`src/rtl/seq_left_shifter.sv`:
```
// seq_left_shifter
// Multi-cycle left shift / left rotate unit. One binary stage (WIDTH/2 ... 1)
// is resolved per clock, working on a single accumulator register.
//
// Ports
//   clk        system clock, rising edge
//   rst        synchronous active-high reset
//   start      request pulse, sampled only while idle
//   shift_rot  0 = logical left shift (zero fill), 1 = rotate left
//   r          shift amount, 0..WIDTH-1
//   x          operand
//   busy       operation in progress
//   done       one-cycle pulse, y valid
//   y          result, held until the next done
//   carry_out  (only with SEQ_SHL_CARRY_EN defined) last bit shifted out of
//              bit WIDTH-1; 0 when r = 0
//
// Optional feature macro: SEQ_SHL_CARRY_EN
module seq_left_shifter #(
  parameter int WIDTH = 32,
  parameter int SHW   = 5
) (
  input  logic             clk,
  input  logic             rst,
  input  logic             start,
  input  logic             shift_rot,
  input  logic [SHW-1:0]   r,
  input  logic [WIDTH-1:0] x,
  output logic             busy,
  output logic             done,
  output logic [WIDTH-1:0] y
`ifdef SEQ_SHL_CARRY_EN
  ,
  output logic             carry_out
`endif
);

  // Stage index only needs to address SHW stages.
  localparam int KW = (SHW > 1) ? $clog2(SHW) : 1;

  typedef enum logic {IDLE, SHIFT} state_t;

  state_t           state_q, state_d;
  logic [KW-1:0]    k_q, k_d;
  logic [WIDTH-1:0] acc_q, acc_d;
  logic [SHW-1:0]   r_q, r_d;
  logic             rot_q, rot_d;
  logic [WIDTH-1:0] y_q, y_d;
  logic             done_q, done_d;
`ifdef SEQ_SHL_CARRY_EN
  logic             cacc_q, cacc_d;
  logic             carry_out_q, carry_out_d;
`endif

  // Every stage result is precomputed from the accumulator; the active stage
  // is then picked by k. Each stage is a fixed-distance shift, so no barrel
  // shifter is built.
  logic [WIDTH-1:0] stage_res  [SHW];
  logic             stage_cout [SHW];

  generate
    for (genvar gi = 0; gi < SHW; gi++) begin : g_stage
      localparam int SH = 2 ** gi;
      assign stage_res[gi] = rot_q
          ? {acc_q[WIDTH-1-SH:0], acc_q[WIDTH-1:WIDTH-SH]}
          : {acc_q[WIDTH-1-SH:0], {SH{1'b0}}};
      // Last bit to leave the top when this stage applies.
      assign stage_cout[gi] = acc_q[WIDTH-SH];
    end
  endgenerate

  logic             apply;
  logic             last;
  logic [WIDTH-1:0] step_res;

  always_comb begin
    apply    = r_q[k_q];
    last     = (k_q == '0);
    step_res = apply ? stage_res[k_q] : acc_q;
  end

  // State register (plus datapath flops)
  always_ff @(posedge clk) begin
    if (rst) begin
      state_q <= IDLE;
      k_q     <= '0;
      acc_q   <= '0;
      r_q     <= '0;
      rot_q   <= 1'b0;
      y_q     <= '0;
      done_q  <= 1'b0;
`ifdef SEQ_SHL_CARRY_EN
      cacc_q      <= 1'b0;
      carry_out_q <= 1'b0;
`endif
    end else begin
      state_q <= state_d;
      k_q     <= k_d;
      acc_q   <= acc_d;
      r_q     <= r_d;
      rot_q   <= rot_d;
      y_q     <= y_d;
      done_q  <= done_d;
`ifdef SEQ_SHL_CARRY_EN
      cacc_q      <= cacc_d;
      carry_out_q <= carry_out_d;
`endif
    end
  end

  // Next-state logic
  always_comb begin
    state_d = state_q;
    case (state_q)
      IDLE:    if (start) state_d = SHIFT;
      SHIFT:   if (last)  state_d = IDLE;
      default: state_d = IDLE;
    endcase
  end

  // Datapath / output logic
  always_comb begin
    k_d    = k_q;
    acc_d  = acc_q;
    r_d    = r_q;
    rot_d  = rot_q;
    y_d    = y_q;
    done_d = 1'b0;
`ifdef SEQ_SHL_CARRY_EN
    cacc_d      = cacc_q;
    carry_out_d = carry_out_q;
`endif
    case (state_q)
      IDLE: begin
        if (start) begin
          acc_d = x;
          r_d   = r;
          rot_d = shift_rot;
          k_d   = KW'(SHW - 1);
`ifdef SEQ_SHL_CARRY_EN
          cacc_d = 1'b0;
`endif
        end
      end
      SHIFT: begin
        acc_d = step_res;
        k_d   = k_q - KW'(1);
`ifdef SEQ_SHL_CARRY_EN
        if (apply) cacc_d = stage_cout[k_q];
`endif
        if (last) begin
          y_d    = step_res;
          done_d = 1'b1;
`ifdef SEQ_SHL_CARRY_EN
          carry_out_d = cacc_d;
`endif
        end
      end
      default: ;
    endcase
  end

  assign busy = (state_q == SHIFT);
  assign done = done_q;
  assign y    = y_q;
`ifdef SEQ_SHL_CARRY_EN
  assign carry_out = carry_out_q;
`endif

endmodule

```
`config.mk`:
```
export PLATFORM = sky130hd
export DESIGN_NAME = seq_left_shifter
export DESIGN_NICKNAME = d
export VERILOG_FILES = /design/src/rtl/seq_left_shifter.sv
export SDC_FILE = /design/constraint.sdc
export NUM_CORES = 1
export LEC_CHECK = 0
export CAP_MARGIN = 10
export CORE_ASPECT_RATIO = 0.8
export CORE_MARGIN = 2
export CORE_UTILIZATION = 45
export CTS_BUF_LIST = sky130_fd_sc_hd__clkbuf_16
export CTS_CLUSTER_DIAMETER = 100
export DETAILED_ROUTE_END_ITERATION = 8
export GPL_TIMING_DRIVEN = 0
export PLACE_DENSITY = 0.69
export SLEW_MARGIN = 20
export SYNTH_ARGS = -nofsm -noshare
export SYNTH_HDL_FRONTEND = slang
export SYNTH_SLANG_ARGS = --single-unit
export TNS_END_PERCENT = 20
```
`constraint.sdc`:
```
create_clock -name clk -period 2.25 [get_ports clk]
set_input_delay 0.45 -clock clk [delete_from_list [all_inputs] [get_ports clk]]
set_output_delay 0.45 -clock clk [all_outputs]
set_load 0.01 [all_outputs]
```
==> run_results.csv, run 1 <==
group,metric,value,unit
status,outcome,"finished, final reports clean",
cts,insertion_delay,340,ps
worst_setup_path,critPathArrivalTime,2370,ps
floorplan,dieArea,0.0108,mm^2
sta,max_freq,465,MHz
cells_and_area,diodes,0,
synthesis,yosysTopAreaCell,"dfxtp_1",
floorplan,die_h,93.4,um
synthesis,avgSynthCellArea,9.19,um^2
drt,wl_met1,7320,um
sta,fin_crit_sh,0.956,
cells_and_area,drive_gt1_frac,0.133,
floorplan,core_area,0.00969,mm^2
worst_setup_path,required,2470,ps
synthesis,ys.flop_type,"dfxtp_1",
placed_design,placed_cells,698,
placed_design,port_buffers,73,
sta,fin_skew,8.82,ps
worst_setup_path,crit_top_cell,"buf_4",
cts,clkTransAtPathRegs,60,ps
cts,htree_levels,3,
cts,clockRootBuffer,"clkbuf_16",
sta,tightest_slew,678,ps
drt,wl_per_cell,21.5,um
power,leakage,2.04,nW
synthesis,synth_warnings,0,
drt,wl_met2,6370,um
synthesis,synthTopCellsByArea,"dfxtp_1 33%, mux2i_1 12%, a211oi_1 7.8%, mux2_2 4.5%, nor2b_1 4.0%",
drt,drt_iter0_drc,301,
synthesis,ys_seq_area_frac,0.334,
worst_setup_path,crit_path_max_incr_delay,360,ps
placed_design,hpwlAfterDp,11300,um
cts,cts.sinks,75,
worst_hold_path,hold_path_class,"reg2reg",
cells_and_area,post-route-util,0.593,
sta,hold_viol,0,
sta,slew_violations,0,
cts,numCtsBuffers,9,
power,ir_drop,400,uV
grt,grt_pass1_vias,4319,
synthesis,ys_async_sr_fraction,0,
drt,highest_layer,"met4",
drt,wl_met3,1290,um
worst_setup_path,cp_max_fo,10,
drt,drtPass1Iterations,5,
drt,viasPerCell,6.05,
synthesis,synth_edf_count,0,
cells_and_area,fin_cells,714,
worst_setup_path,slowest_stage,"dfxtp_1",
drt,routed_wl,15300,um
synthesis,syn_inst,489,
cts,clock_tree.buffer_depth,2,
cells_and_area,area_growth,27.8,%
synthesis,netlist_area,0.00450,mm^2
grt,grt_overflow_total,0,
power,p_per_area,753,mW/mm^2
synthesis,syn_nets,532,
grt,track_usage,0.291,
synthesis,netlist.area_leader.share,0.334,
drt,ant_nets,0,
sta,max_slew_margin,0.548,
floorplan,start_util,0.464,
drt,vias,4321,
grt,grt_max_degree,14,
worst_setup_path,path_cells,"buf_6 > buf_4 > clkinv_2 > ha_1 > nor2b_1 > nand2b_2 > buf_4 > nor2_1 > a221o_1",
floorplan,fp.dieW,116,um
cts,cts_tree,"yes",
sta,fin_setup_tns,0,ps
grt,grt_pass1_wl,23800,um
placed_design,routabilityCongestion,0.987,
grt,antenna_found_initial,0,
drt,drc,0,
sta,setup_viol,0,
synthesis,synth_cell_type_count,48,
floorplan,ios,75,
worst_setup_path,cp-start-kind,"flip-flop",
cts,ctsHoldBuffers,0,
worst_setup_path,critical_path_class,"reg2reg",
worst_setup_path,end_kind,"flip-flop",
job,max_cap_violations,0,
floorplan,rows,32,
synthesis,ys_ff_latch,75,
sta,rsz0062_at_grt,"false",
cells_and_area,nNetsFinal,616,
sta,min_period,2150,ps
## critical path, delay by kind of cell (launching register included)
family,cells,cell delay (ps)
buffers and inverters,4,770
AND/OR/NAND/NOR,3,430
flip-flops,1,360
AO/OA/AOI/OAI,1,250
adder cells (fa/ha/maj),1,220
## layer usage
| layer | global-route usage | up-vias |
|---|---|---|
| met1 | 0.412 | 2101 |
| met2 | 0.431 | 174 |
| met4 | 0.101 | 0 |
| met3 | 0.0726 | 27 |
| li1 | - | 2019 |
| met5 | 0 | - |
## registers in the layout, summed over array words and instances (netlist names)
name   flops
k_q        3
y         32
done       1
rot_q      1
r_q        5
acc_q     32
busy       1
## cell usage after synthesis, types with 3 or more instances
cell      instances
o21ai_0          26
a221o_1           3
a31oi_1           3
a211oi_1         47
buf_2             5
nor2b_1          29
o31ai_1           4
mux2_2           18
a22o_1            8
nand2_1          45
dfxtp_1          75
a21oi_1          19
nor2_1           12
mux4_2            8
or2_2             3
nand2b_1          5
and3_1            4
o22ai_1          18
a22oi_1          14
inv_1             4
o21ai_1           4
buf_6             6
nand3_1           4
clkbuf_1         23
mux2i_1          56
buf_4             6
o32ai_1           4
buf_1             3
a221oi_1          4
and3b_1           5
## layout by cell type, fill, tap and decap left out, types with 3 or more instances in the layout
master,n
dfxtp_1,75
clkdlybuf4s50_1,73
mux2i_1,56
a211oi_1,47
nand2_1,45
nor2b_1,29
o21ai_0,26
a21oi_1,18
mux2_2,18
o22ai_1,18
clkbuf_1,16
a22oi_1,14
nor2_1,12
clkbuf_16,9
buf_4,8
mux4_2,8
a22o_1,8
buf_6,6
buf_2,6
inv_1,5
and3b_1,5
nand3_1,4
nand2b_1,4
clkbuf_2,4
o21ai_1,4
a221oi_1,4
o32ai_1,4
o31ai_1,4
and3_1,4
a31oi_1,3
or2_2,3
buf_1,3
a221o_1,3
## stage by stage
stage                     hold WS [ps]  power (mW)  cell area, um^2  setup slack, ps
after global routing               480        4.50             5750             7.60
after detailed placement           441        2.75             5400             -634
final                              448        4.33             5750              100
after global placement             435        2.73             5400             -583
after floorplan                    436        2.34             4500              293
after CTS                          455        4.32             5740             95.5
## logic make-up (layout without fill, tap and decap cells)
logic type / count (synthesis) / in the layout / share of synthesized area
buf+inv: 53 / 142 / 0.0707
simple gates: 111 / 111 / 0.126
compound gates: 165 / 165 / 0.251
fa+ha+maj: 2 / 2 / 0.00557
mux: 83 / 83 / 0.213
flops: 75 / 75 / 0.334
## final cells by class
| type | count | area, um^2 |
|---|---|---|
| Sequential cell | 75 | 1500 |
| Clock inverter | 7 | 92.6 |
| Fill cell | 867 | 3940 |
| Clock buffer | 9 | 225 |
| Multi-Input combinational cell | 361 | 2690 |
| Buffer | 47 | 312 |
| Inverter | 6 | 23.8 |
| Tap cell | 136 | 170 |
| Timing Repair Buffer | 73 | 731 |
## power breakdown
group | internal, mW | total [mW] | switching (mW)
clock | 0.970 | 1.57 | 0.598
combinational | 0.552 | 1.14 | 0.587
sequential | 1.43 | 1.62 | 0.190
## what timing repair did
action | 4_1_cts | 5_1_grt
endpoints found under the setup margin | 33 | 11
gates cloned | 0 | 0
resized for setup | 12 | 7
buffers inserted | 0 | 0
## final timing paths
check / startpoint / to / slack (ps) / cells past startpoint
setup / recovery: k_q[1]$_SDFFE_PP0P_ / y[1]$_SDFFE_PP0P_ / 100 / 9
setup reg to reg: k_q[1]$_SDFFE_PP0P_ / y[1]$_SDFFE_PP0P_ / 100 / 9
hold reg to reg: y[10]$_SDFFE_PP0P_ / y[10]$_SDFFE_PP0P_ / 450 / 2
hold / removal: y[10]$_SDFFE_PP0P_ / y[10]$_SDFFE_PP0P_ / 450 / 2
Power figures use the tool's default switching activity.
==> run 2: changes to the inputs <==
- TNS_END_PERCENT: 20 -> 10
==> results of run 2 <==
Same layout as run 1: the final DEF is identical, and so are final timing and power.
==> run 3: changes to the inputs <==
- HOLD_SLACK_MARGIN: not set -> 0.02
==> results of run 3 <==
Same layout as run 1: the final DEF is identical, and so are final timing and power.
